<file path="src/rtl/alu_pkg.sv">
// Shared constants and FSM state encoding for the ALU multiplier sequencer.
package alu_pkg;

  localparam int MUL_W      = 8;
  localparam int MUL_PROD_W = 16;

  typedef logic [1:0] mul_state_t;

  localparam mul_state_t ST_IDLE  = 2'd0;
  localparam mul_state_t ST_CLEAR = 2'd1;
  localparam mul_state_t ST_RUN   = 2'd2;
  localparam mul_state_t ST_DONE  = 2'd3;

  // True when a product is representable as a signed 8-bit value.
  function automatic logic fits_s8(input logic [MUL_PROD_W-1:0] p);
    return (p[MUL_PROD_W-1:MUL_W-1] == '0) || (p[MUL_PROD_W-1:MUL_W-1] == '1);
  endfunction

endpackage

</file>
<file path="src/rtl/mul_timeout_ctr.sv">
// RUN-phase cycle counter; flags the last permitted cycle before a timeout.
module mul_timeout_ctr #(
  parameter int TIMEOUT_CYC = 40,
  parameter int CW = (TIMEOUT_CYC > 1) ? $clog2(TIMEOUT_CYC) : 1
) (
  input  logic clk,
  input  logic res_n,
  input  logic clr,
  input  logic en,
  output logic tc
);

  logic [CW-1:0] count_reg;

  assign tc = (count_reg == CW'(TIMEOUT_CYC - 1));

  // Holds at the terminal value so it can never wrap back to zero.
  always_ff @(posedge clk or negedge res_n) begin
    if (!res_n) begin
      count_reg <= '0;
    end else if (clr) begin
      count_reg <= '0;
    end else if (en && !tc) begin
      count_reg <= count_reg + 1'b1;
    end
  end

endmodule

</file>
<file path="src/rtl/mul_op_sequencer.sv">
// Handshake front-end for the 8-bit shift-add multiplier with timeout detection.
// Optional macro MUL_OVF_FLAG_EN adds the out_ovf signed-8-bit overflow flag.
module mul_op_sequencer
  import alu_pkg::*;
#(
  parameter int W           = MUL_W,
  parameter int TIMEOUT_CYC = 40
) (
  input  logic           clk,
  input  logic           res_n,
  input  logic           in_valid,
  output logic           in_ready,
  input  logic [W-1:0]   in_x,
  input  logic [W-1:0]   in_y,
  output logic [W-1:0]   m_x,
  output logic [W-1:0]   m_y,
  output logic [W-1:0]   m_not_y,
  output logic           m_en,
  output logic           m_res,
  input  logic [2*W-1:0] m_prod,
  input  logic           m_comp,
  output logic           out_valid,
  input  logic           out_ready,
  output logic [2*W-1:0] out_prod,
  output logic           out_err
`ifdef MUL_OVF_FLAG_EN
  ,
  output logic           out_ovf
`endif
);

  mul_state_t     state_reg;
  mul_state_t     state_next;
  logic [W-1:0]   x_reg;
  logic [W-1:0]   y_reg;
  logic [2*W-1:0] prod_reg;
  logic           err_reg;
  logic           timeout_tc;

  assign in_ready  = (state_reg == ST_IDLE);
  assign out_valid = (state_reg == ST_DONE);
  assign m_en      = (state_reg == ST_RUN);
  // Clear is held through IDLE and CLEAR so the multiplier starts from a known state.
  assign m_res     = (state_reg == ST_IDLE) || (state_reg == ST_CLEAR);
  assign m_x       = x_reg;
  assign m_y       = y_reg;
  assign m_not_y   = ~y_reg;
  assign out_prod  = prod_reg;
  assign out_err   = err_reg;

  mul_timeout_ctr #(
    .TIMEOUT_CYC (TIMEOUT_CYC)
  ) u_timeout_ctr (
    .clk   (clk),
    .res_n (res_n),
    .clr   (state_reg != ST_RUN),
    .en    (state_reg == ST_RUN),
    .tc    (timeout_tc)
  );

  always_comb begin
    state_next = state_reg;
    case (state_reg)
      ST_IDLE:  if (in_valid) state_next = ST_CLEAR;
      ST_CLEAR: state_next = ST_RUN;
      ST_RUN:   if (m_comp || timeout_tc) state_next = ST_DONE;
      ST_DONE:  if (out_ready) state_next = ST_IDLE;
      default:  state_next = ST_IDLE;
    endcase
  end

  always_ff @(posedge clk or negedge res_n) begin
    if (!res_n) begin
      state_reg <= ST_IDLE;
      x_reg     <= '0;
      y_reg     <= '0;
      prod_reg  <= '0;
      err_reg   <= 1'b0;
    end else begin
      state_reg <= state_next;
      if ((state_reg == ST_IDLE) && in_valid) begin
        x_reg <= in_x;
        y_reg <= in_y;
      end
      // Completion takes priority over a timeout landing on the same cycle.
      if (state_reg == ST_RUN) begin
        if (m_comp) begin
          prod_reg <= m_prod;
          err_reg  <= 1'b0;
        end else if (timeout_tc) begin
          prod_reg <= '0;
          err_reg  <= 1'b1;
        end
      end
    end
  end

`ifdef MUL_OVF_FLAG_EN
  logic ovf_reg;

  assign out_ovf = ovf_reg;

  always_ff @(posedge clk or negedge res_n) begin
    if (!res_n) begin
      ovf_reg <= 1'b0;
    end else if (state_reg == ST_RUN) begin
      if (m_comp) begin
        ovf_reg <= !fits_s8(m_prod);
      end else if (timeout_tc) begin
        ovf_reg <= 1'b0;
      end
    end
  end
`endif

endmodule
</file>
<file path="config.mk">
export PLATFORM = sky130hd
export DESIGN_NAME = mul_op_sequencer
export DESIGN_NICKNAME = d
export VERILOG_FILES = /design/src/rtl/alu_pkg.sv /design/src/rtl/mul_timeout_ctr.sv /design/src/rtl/mul_op_sequencer.sv
export SDC_FILE = /design/constraint.sdc
export NUM_CORES = 1
export LEC_CHECK = 0
export ABC_AREA = 1
export BUFFER_PORTS_ARGS = -buffer_cell sky130_fd_sc_hd__buf_4
export CAP_MARGIN = 25
export CORE_ASPECT_RATIO = 1.4
export CORE_MARGIN = 3
export CORE_UTILIZATION = 46
export DETAILED_ROUTE_END_ITERATION = 7
export PLACE_DENSITY = 0.79
export RECOVER_POWER = 50
export SETUP_SLACK_MARGIN = 0.4
export SLEW_MARGIN = 20
export SYNTH_ARGS = -nofsm -noshare
export SYNTH_HDL_FRONTEND = slang
export SYNTH_SLANG_ARGS = --single-unit
</file>
<file path="constraint.sdc">
create_clock -name clk -period 1.7 [get_ports clk]
set_clock_uncertainty 0.1 [all_clocks]
set_input_delay 0.17 -clock clk [delete_from_list [all_inputs] [get_ports clk]]
set_output_delay 0.17 -clock clk [all_outputs]
set_load 0.005 [all_outputs]
</file>
* Word level (Yosys, flattened, before mapping)
Cells that the tools add are included.
Storage, ports and cells: bits in registers 41, input port bits 37, output and inout port bits 45
Operators by class: add/subtract/negate cells 1, eq/ne operators 8, multiplexer cells 10, bitwise operators 1, reduce and logical (&&, ||, !) cells 10
Operators by type and width (number):
- 16-bit 2-to-1 mux | 2
- 6-bit 2-to-1 mux | 2
- 8-bit inverter | 1
- 2-bit case mux with 4 select lines | 1
- 6-bit by 1-bit adder with 6-bit output, second input constant | 1
- 6-bit equality test, second input constant | 1
- 2-bit 2-to-1 mux | 3
- 2-bit inequality test, second input constant | 3
- 2-bit equality test, second input constant | 2
- 2-bit nonzero test | 2
- 3-bit AND reduction | 1
- 2-bit by 1-bit equality test with 1-bit output, second input constant | 1
- 1-bit logical AND | 2
- 2-bit zero test | 1
- 1-bit logical OR | 2
- 1-bit 2-to-1 mux | 2
- 2-bit by 1-bit inequality test with 1-bit output, second input constant | 1
- 2-bit AND reduction | 1
- 1-bit zero test | 1

* Depth between registers and ports, before layout
Gate-level depths: netlist of the first run.
depth in word-level cells 5, depth in mapped cells 9, gate-level depth less buffers 8

* By module
From an unflattened synthesis of the first run, not the netlist that was laid out.
Unflattened totals: cells, all modules 213, area, all modules 1884.3 sq um
By module, submodules not included:
- mul_op_sequencer | times used 1, cells each 167, area an instance 1515.2 sq um, seq. area each 875.8 sq um
- mul_timeout_ctr | times used 1, cells each 46, area an instance 369.1 sq um, seq. area each 150.1 sq um

* Worst setup path before layout of the first run
No wires, ideal clock.
path kind reg-to-reg, start register state_reg[0], end register x_reg[4], in the netlist m_x[4], data arrival time 1.370 ns, required time 1.475 ns, setup slack 0.105 ns, stages on the path, launching flop included 6, buffers on the path 1, cell sequence dfrtp_1 -> inv_1 -> ha_1 -> nand2_1 -> buf_2 -> mux2_2
Between the ends: cells in the longest elaborated chain, start to end 2
RTL lines:
- start, declared | RTL line mul_op_sequencer.sv:32 | mul_state_t state_reg;
- start signal, assigned | RTL line mul_op_sequencer.sv:80 | state_reg <= state_next;
- 2-bit zero test
- named net in_ready | RTL line mul_op_sequencer.sv:12 | output logic in_ready,
- 1-bit logical AND | RTL line mul_op_sequencer.sv:81 | if ((state_reg == ST_IDLE) && in_valid) begin
- end signal, assigned | RTL line mul_op_sequencer.sv:82 | x_reg <= in_x;
- end, declared | RTL line mul_op_sequencer.sv:34 | logic [W-1:0] x_reg;
The timed path passes the listed nets, and every way through them passes these cells. A chain may end at the register's enable or synchronous reset.

* Worst setup path after layout of the first run
start register state_reg[0], end output m_res
Between the ends: cells in the longest elaborated chain, start to end 2, elaborated cells between the ends (all ways) 3, classes of those cells 1 x eq/ne; 2 x reduce/logical
RTL lines:
- 2-bit by 1-bit equality test with 1-bit output or 2-bit zero test (tied branches) | RTL line mul_op_sequencer.sv:44 | assign m_res = (state_reg == ST_IDLE) || (state_reg == ST_CLEAR);
- 1-bit logical OR * | RTL line mul_op_sequencer.sv:44
- end, declared | RTL line mul_op_sequencer.sv:19 | output logic m_res,
Every way passes the cells marked *; elsewhere a longest branch is shown, timed or not.

==> flow_summary.ini, run 1 <==
[detailed_routing]
wl_um = 4938
vias_per_cell = 4.933
route.detailed.wl_per_inst_um = 14.48
drtAntennaViolNets = 0
vias = 1682
drt_iter0_drc = 54
drt-pass1-iter-count = 4
post-route-drc-count = 0

[synth]
synth_cell_types = 24
synth_nets = 226
yosys-top-cells-area = dfrtp_1 58%, nand2_1 12%, mux2_2 5.1%, inv_1 4.4%, ha_1 3.5%
avgSynthCellArea_um2 = 9.670
yosysSeqAreaShare_pct = 57.67
ys.warnings.count = 0
netlist_area_um2 = 1779
syn_inst = 184
ys_ff_latch = 41
synth_largest_area_cell = dfrtp_1
yosysTopAreaCellShare_pct = 57.67

[critical_path]
cp.arrival_ns = 1.23
cpMaxStageDelayCell = dfrtp_1
worstPathCellList = inv_2, ha_4, or2_4, buf_6
worst-path-buf-inv = 2
required_ns = 1.43
r2r_slack_ns = 0.26
critPathLaunchType = flip-flop
criticalPathCategory = flip-flop to output pin
cp_top_family = flip-flops
slowest_delay_ns = 0.38
path_max_fanout = 3
endpoint_kind = output pin

[cells_and_area]
layout.nets = 341
utilization_pct = 80.33
final_common_cell = buf_4
diodes = 0
final_cell_mix = 62 x buf_4, 43 x nand2_1, 41 x dfrtp_1
largest_register_ffs = 16
area_growth_pct = 65.96
drive_above_1_share_pct = 47.49
instances_no_fill = 341

[global_routing]
grt_max_degree = 42
met3_usage_pct = 6.149
grt-ovfl-total = 0
grt_pass1_vias = 1580
top_usage_layer = met2
use_met1_pct = 20.13
grt_pass1_wl_um = 6900
antenna_found_initial = 0
grtUsageTotal_pct = 19.60
met2_usage_pct = 36.58

[placed_design]
place_congestion = 0.7317
io_buffers = 81
dp.cells = 302
dp_hpwl_um = 2896

[die]
die_h_um = 79.59
io_pins = 82
fp-row-count = 26
start_util_pct = 48.40
dieArea_um2 = 4661
die_w_um = 58.56
core_area_um2 = 3676

[sta]
slew_headroom_pct = 33.18
max_freq_ghz = 0.6656
finalSetupTns_ns = 0
worst-slew-pin-transition_ns = 1.002
finalSetupViolCount = 0
timing.final.crit_period_ns = 1.502
hold_violations = 0
grt_setup_unrepaired = yes
slew_violations = 0
final_min_period_over_clock_period_pct = 88.37

[pwr]
seqPwrFrac_pct = 35.5
power_switching_mw = 1.643
clkPwrFrac_pct = 13.6
power_density_nw_per_um2 = 1580
p_leak_nw = 1.520
p_int_mw = 3.023
p_comb_share_pct = 51.0
peakVddDrop_v = 0.001113
netSwitchingFraction_pct = 35.21

[clocking]
htree_num_levels = 2
clk_pin_slew_ns = 0.07
numCtsBuffers = 5
cts_buffer_depth = 2
cts.sinks = 41
tritoncts = done
ctsRootBufferMaster = clkbuf_8
worstSkewPairLatency_ns = 0.29

[outcome]
status = completed

[flow_run]
drv_cap = 0

[min_path]
min_path_type = input port to flip-flop
-- cells in the mapped netlist (all sizes together) --
cell,number
a21oi,12
a31oi,1
buf,5
clkinv,1
dfrtp,41
ha,5
inv,22
mux2,8
nand2,62
nand3,7
nand3b,1
nand4,1
nor2,11
o21ai,4
o22ai,1
or2,1
xor2,1
-- worst paths after layout --
path / from / endpoint / cells past startpoint
max in group asynchronous: res_n / state_reg[0] / 2
max: state_reg[0] / m_res / 4
max reg2reg: state_reg[0] / state_reg[0] / 9
min: in_x[0] / m_x[0] / 2
min in group asynchronous: res_n / m_x[1] / 2
min reg2reg: out_prod[4] / out_prod[4] / 2
-- area by class of cell --
cell class / instances / area (um^2)
repair buffers: 108 / 874.6
multi-input cells: 119 / 815.8
flip-flops and latches: 41 / 1026
inverters: 23 / 91.34
fillers: 228 / 723.2
clock buffers: 7 / 86.33
well taps: 42 / 52.55
repair inverters: 1 / 6.256
-- layer usage --
layer,up-vias,part of all wire [%]
li1,809,-
met5,-,0
met2,78,57
met3,8,7.2
met1,787,34
met4,0,1.6
-- metrics by stage --
step                      cell area [um^2]  setup WS (ns)  hold WS [ns]  total power [mW]
after CTS                             2766         0.1853      0.009293             4.384
final                                 2953         0.1976       0.01127             4.665
after detailed placement              2436         0.2303       0.07443             3.579
after global placement                2436         0.2728       0.07079             3.506
after global routing                  2953         0.1251     0.0004891             4.996
after floorplan                       1826         0.3145       -0.2256             2.585
-- power by group through the flow --
stage	Combinational, mW	Clock (mW)	Sequential (mW)
final	2.38	0.633	1.65
after global routing	2.60	0.694	1.70
after CTS	2.12	0.637	1.63
after detailed placement	1.93	0	1.65
after global placement	1.87	0	1.64
after floorplan	0.918	0	1.67
-- cell families after synthesis --
group	after synthesis	share of synthesized area [%]
flip-flops	41	57.67
buffers and inverters	28	6.962
multiplexers	8	5.063
AO/OA/AOI/OAI	18	5.837
AND/OR/NAND/NOR	83	20.47
adder cells (fa/ha/maj)	5	3.516
XOR/XNOR	1	0.4924
-- timing repair --
item,4_1_cts,5_1_grt
resized for setup,5,31
setup buffers,4,4
pin swaps,4,6
hold endpoints to repair,57,2
setup endpoints to repair,33,43
gates cloned,2,3
hold buffers,17,2
(Power assumes the default switching activity.)
==> run 2, diff against run 1 <==
--- a/config.mk
+++ b/config.mk
@@ -5,14 +5,13 @@
 export SDC_FILE = /design/constraint.sdc
 export NUM_CORES = 1
 export LEC_CHECK = 0
-export ABC_AREA = 1
 export BUFFER_PORTS_ARGS = -buffer_cell sky130_fd_sc_hd__buf_4
 export CAP_MARGIN = 25
 export CORE_ASPECT_RATIO = 1.4
 export CORE_MARGIN = 3
-export CORE_UTILIZATION = 46
+export CORE_UTILIZATION = 45
 export DETAILED_ROUTE_END_ITERATION = 7
-export PLACE_DENSITY = 0.79
+export PLACE_DENSITY = 0.78
 export RECOVER_POWER = 50
 export SETUP_SLACK_MARGIN = 0.4
 export SLEW_MARGIN = 20
==> flow_summary.ini, run 2 <==
[synth]
synth_largest_area_cell = dfrtp_1
post-synth-top-count-cell = dfrtp_1
yosys-top-cells-area = dfrtp_1 59%, mux2_2 11%, a22o_1 5.1%, ha_1 3.6%, a22o_2 3.5%
synth_nets = 170
synth_cell_types = 28
synthArstFlopShare_pct = 100.0
ys.flop_type = dfrtp_1
yosysTopAreaCellShare_pct = 59.46
yosys-top-cells-count = 41 x dfrtp_1, 17 x mux2_2, 10 x a22o_1, 10 x inv_1, 6 x a22o_2
synth-edff-count = 0
yosysSeqAreaShare_pct = 59.46
syn_inst = 128
ys_ff_latch = 41
netlist_area_um2 = 1725
avgSynthCellArea_um2 = 13.48
ys.warnings.count = 0

[critical_path]
worstRegToRegCells = 5
critPathLaunchType = flip-flop
cpMaxStageDelayCell = dfrtp_1
regToRegEndpoint = state_reg[1]
worstPathCellList = buf_6, ha_4, buf_4, buf_4
cp_top_family = buffers and inverters
criticalPathCategory = flip-flop to output pin
endpoint_kind = output pin
r2r_slack_ns = 0.12
reg2reg_from = state_reg[1]
crit_path_frequent_cell = buf_4
path_max_fanout = 9
cp.arrival_ns = 1.32
slowest_delay_ns = 0.43
required_ns = 1.43
worst-path-buf-inv = 3

[global_routing]
grt-ovfl-total = 0
grt_max_degree = 42
grt_pass1_vias = 1449
grt_pass1_wl_um = 7044
grtUsageTotal_pct = 20.08
antenna_found_initial = 0

[cells_and_area]
area_growth_pct = 71.21
final_cell_mix = 69 x buf_4, 40 x dfrtp_1, 22 x clkbuf_4
diodes = 0
final_common_cell = buf_4
largest_register_ffs = 16
layout.nets = 286
drive_above_1_share_pct = 61.22

[pwr]
clkPwrFrac_pct = 12.3
peakVddDrop_v = 0.001188
power_mw = 4.836
power_switching_mw = 1.528
p_int_mw = 3.308
p_leak_nw = 1.504
seqPwrFrac_pct = 35.1
power_density_nw_per_um2 = 1637
p_comb_share_pct = 52.6
netSwitchingFraction_pct = 31.60

[detailed_routing]
drt_iter0_drc = 36
drt-pass1-iter-count = 4
route.detailed.wl_per_inst_um = 16.48
vias_per_cell = 5.157
vias = 1480
drtAntennaViolNets = 0
wl_um = 4729
post-route-drc-count = 0

[sta]
finalSetupViolCount = 0
slew_violations = 0
hold_violations = 0
grt_setup_unrepaired = yes
final_min_period_over_clock_period_pct = 93.30
slew_headroom_pct = 33.92
timing.final.crit_period_ns = 1.586
worst-slew-pin-transition_ns = 0.9912
finalSetupTns_ns = 0
max_freq_ghz = 0.6305

[die]
die_h_um = 79.27
fp-row-count = 26
dieArea_um2 = 4624
start_util_pct = 46.94
die_w_um = 58.33
core_area_um2 = 3676
io_pins = 82

[flow_run]
drv_cap = 0

[placed_design]
dp_hpwl_um = 2975
place_congestion = 0.7108
io_buffers = 81

[clocking]
worstSkewPairLatency_ns = 0.29
cts.sinks = 41
tritoncts = done
clk_pin_slew_ns = 0.07
htree_num_levels = 2
numCtsBuffers = 5
cts_buffer_depth = 2
ctsRootBufferMaster = clkbuf_8

[min_path]
min_path_type = input port to flip-flop
min_to = out_prod[12]
hold_start = m_prod[12]
hold_depth = 2

[outcome]
status = completed
==> run 2: per-layer routing <==
metal,up-vias,part of all wire (%),global-route usage [%]
li1,685,-,-
met1,740,38,24.87
met2,48,55,33.22
met3,7,5.5,5.854
met4,0,1.4,6.265
met5,-,0,0
==> run 2: cells by family after synthesis <==
| kind of cell | count (synthesis) | share of synthesized area, % |
|---|---|---|
| AO/OA/AOI/OAI | 26 | 12.98 |
| XOR/XNOR | 2 | 1.015 |
| buffers and inverters | 15 | 3.988 |
| adder cells (fa/ha/maj) | 5 | 3.626 |
| AND/OR/NAND/NOR | 21 | 7.252 |
| flip-flops | 41 | 59.46 |
| multiplexers | 18 | 11.67 |
==> run 2: final cells by class <==
type                            count  area (um^2)
Clock buffer                        8        80.08
Timing Repair Buffer              112        900.9
Sequential cell                    41         1027
Tap cell                           42        52.55
Fill cell                         217        721.9
Inverter                           10        37.54
Multi-Input combinational cell     74        855.8
==> run 2: worst reg2reg max path: stages (launching register included) <==
cell	delay, ns
dfrtp_1	0.43
buf_4	0.16
ha_1	0.19
nand2b_1	0.11
o2111ai_2	0.16
mux2_4	0.32
==> run 2: worst max path at each step <==
stage                                           from                    endpoint  slack, ns  depth (start not counted)
final                                   state_reg[1]                        m_en       0.11                          4
after global routing      u_timeout_ctr.count_reg[4]  u_timeout_ctr.count_reg[1]       0.04                          5
after CTS                               state_reg[0]                state_reg[1]       0.11                          6
after detailed placement                state_reg[0]                state_reg[1]       0.07                          6
after global placement                  state_reg[0]                state_reg[1]       0.15                          6
after floorplan           u_timeout_ctr.count_reg[0]                 out_prod[0]       0.11                          6
==> run 2: through the flow <==
step	cells	instance area [um^2]	hold WS [ns]	util, %	setup WS (ns)
after floorplan	128	1859	-0.2256	-	0.1134
after global placement	249	2484	0.06499	67.56	0.1511
after detailed placement	249	2484	0.08221	67.56	0.06631
after CTS	274	2803	0.0007803	76.24	0.1054
after global routing	287	2954	-0.0001429	80.36	0.03773
final	287	2954	0.009315	80.36	0.1139
==> run 2: timing repair <==
| action | 4_1_cts | 5_1_grt |
|---|---|---|
| endpoints found under the setup margin | 43 | 45 |
| hold buffers | 5 | 8 |
| endpoints found under the hold margin | 45 | 8 |
| gates resized for setup | 20 | 7 |
| setup buffers | 10 | 5 |
| pin swaps | 11 | 18 |
| cloned | 2 | 0 |
==> run 2: power by group through the flow <==
stage / sequential, mW / combinational, mW / clock [mW]
after floorplan: 1.70 / 1.13 / 0
after global placement: 1.68 / 2.11 / 0
after detailed placement: 1.72 / 2.15 / 0
after CTS: 1.70 / 2.47 / 0.614
after global routing: 1.75 / 2.75 / 0.662
final: 1.70 / 2.54 / 0.596
==> run 3, diff against run 2 <==
--- a/config.mk
+++ b/config.mk
@@ -11,6 +11,7 @@
 export CORE_MARGIN = 3
 export CORE_UTILIZATION = 45
 export DETAILED_ROUTE_END_ITERATION = 7
+export HOLD_SLACK_MARGIN = 0.08
 export PLACE_DENSITY = 0.78
 export RECOVER_POWER = 50
 export SETUP_SLACK_MARGIN = 0.4
==> constraint.sdc (replaced) <==
create_clock -name clk -period 1.7 [get_ports clk]
set_clock_uncertainty 0.1 [all_clocks]
set_input_delay 0.17 -clock clk [delete_from_list [all_inputs] [get_ports clk]]
set_output_delay 0.17 -clock clk [all_outputs]
set_load 0.01 [all_outputs]
==> flow_summary.ini, run 3 (synthesized netlist as in run 2, its figures left out) <==
[critical_path]
r2r_slack_ns = 0.12
endpoint_kind = flip-flop
critPathLaunchType = flip-flop
regToRegEndpoint = state_reg[1]
required_ns = 1.77
criticalPathCategory = flip-flop to flip-flop
worstRegToRegCells = 6
reg2reg_from = state_reg[1]
cp.arrival_ns = 1.64
path_max_fanout = 3

[placed_design]
place_congestion = 0.7346
io_buffers = 81
dp_hpwl_um = 2829
post-place-ws_ns = 0.1037

[clocking]
tritoncts = done
worstSkewPairLatency_ns = 0.29
ctsRootBufferMaster = clkbuf_8
cts.sinks = 41
clk_pin_slew_ns = 0.07
numCtsBuffers = 5
cts_buffer_depth = 2
htree_num_levels = 2
cts_hold_buffers = 33

[min_path]
min_path_type = input port to flip-flop
min_to = state_reg[0]
hold_start = out_ready
hold_depth = 3

[detailed_routing]
vias_per_cell = 5.099
drt-pass1-iter-count = 4
post-route-drc-count = 0
drtAntennaViolNets = 0
drt_iter0_drc = 27
route.detailed.wl_per_inst_um = 17.96
vias = 1591
wl_um = 5602

[pwr]
p_leak_nw = 1.555
peakVddDrop_v = 0.001251
power_density_nw_per_um2 = 1662

[sta]
timing.final.crit_period_ns = 1.576
slew_headroom_pct = 33.23
finalSetupViolCount = 0
hold_violations = 0
setup_ws_ns = 0.1243
whs_ns = 0.08209
finalSetupTns_ns = 0
slew_violations = 0
max_freq_ghz = 0.6347
worst-slew-pin-transition_ns = 1.002
final_min_period_over_clock_period_pct = 92.69
grt_setup_unrepaired = yes

[global_routing]
grt_pass1_vias = 1803
antenna_found_initial = 0
grt_max_degree = 42
grtUsageTotal_pct = 25.31
grt_pass1_wl_um = 8700
grt-ovfl-total = 0

[flow_run]
drv_cap = 0

[die]
io_pins = 82
die_h_um = 79.27
start_util_pct = 46.94
fp-row-count = 26
core_area_um2 = 3676
dieArea_um2 = 4624
die_w_um = 58.33

[cells_and_area]
area_growth_pct = 82.67
largest_register_ffs = 16
nFillCells = 216
utilization_pct = 85.74
diodes = 0
drive_above_1_share_pct = 51.11
final_cell_mix = 68 x buf_4, 39 x dfrtp_1, 33 x dlygate4sd3_1
layout.nets = 311
final_common_cell = buf_4

[outcome]
status = completed
[run 3: cell types whose count changed in the layout (fill, tap and decap cells not counted), sizes merged]
cell / before / now
dlygate4sd3: 13 / 33
buf: 76 / 79
and2: 3 / 5
clkbuf: 31 / 29
clkinv: 0 / 2
[run 3: worst max path at each step]
stage | start | end | slack (ns) | cells after the start
after floorplan | u_timeout_ctr.count_reg[0] | out_prod[0] | 0.11 | 6
after global placement | u_timeout_ctr.count_reg[0] | out_prod[10] | 0.18 | 5
after detailed placement | u_timeout_ctr.count_reg[0] | out_prod[10] | 0.10 | 5
after CTS | state_reg[0] | m_res | 0.13 | 4
after global routing | u_timeout_ctr.count_reg[1] | u_timeout_ctr.count_reg[1] | 0.07 | 7
final | state_reg[1] | state_reg[1] | 0.12 | 6
[run 3: critical path, cell delays in order, from the launching register on]
cell	delay (ns)
dfrtp_2	0.42
buf_6	0.13
ha_4	0.17
nand2b_4	0.07
o21bai_4	0.11
o2111ai_2	0.14
mux2_4	0.33
[run 3: per-layer routing]
layer	wire, um	global-route usage (%)	vias to the layer above
li1	-	-	738
met1	2229	28.56	789
met2	3063	45.75	60
met3	263	5.203	4
met4	46	9.049	0
met5	0	0	-
[run 3: cell type report]
cell class                 count  area [um^2]  area share (%)
clock buffer                   6        72.57           2.303
clock inverter                 2        10.01          0.3176
inverter                      10        37.54           1.191
multi-input combinational     76        890.9           28.27
sequential                    41         1028           32.63
tap                           42        52.55           1.667
timing repair buffer         135         1060           33.62
[run 3: stage by stage]
stage / total power, mW / cells / area, um^2
2_1_floorplan: 2.954 / 128 / 1824
3_3_place_gp: 3.894 / 248 / 2441
3_5_place_dp: 3.975 / 248 / 2441
4_1_cts: 5.265 / 308 / 3179
5_1_grt: 5.531 / 312 / 3152
6_report: 5.240 / 312 / 3152
[run 3: where the power goes]
part | total, mW | switching [mW] | internal [mW]
Sequential | 1.70 | 0.292 | 1.41
Clock | 0.608 | 0.324 | 0.285
Combinational | 2.93 | 1.27 | 1.66
[run 3: repair_timing]
item,CTS,global route
setup endpoints to repair,43,45
hold endpoints to repair,73,1
pin swaps,24,7
cloned,4,0
setup buffers,15,4
gates resized for setup,41,6
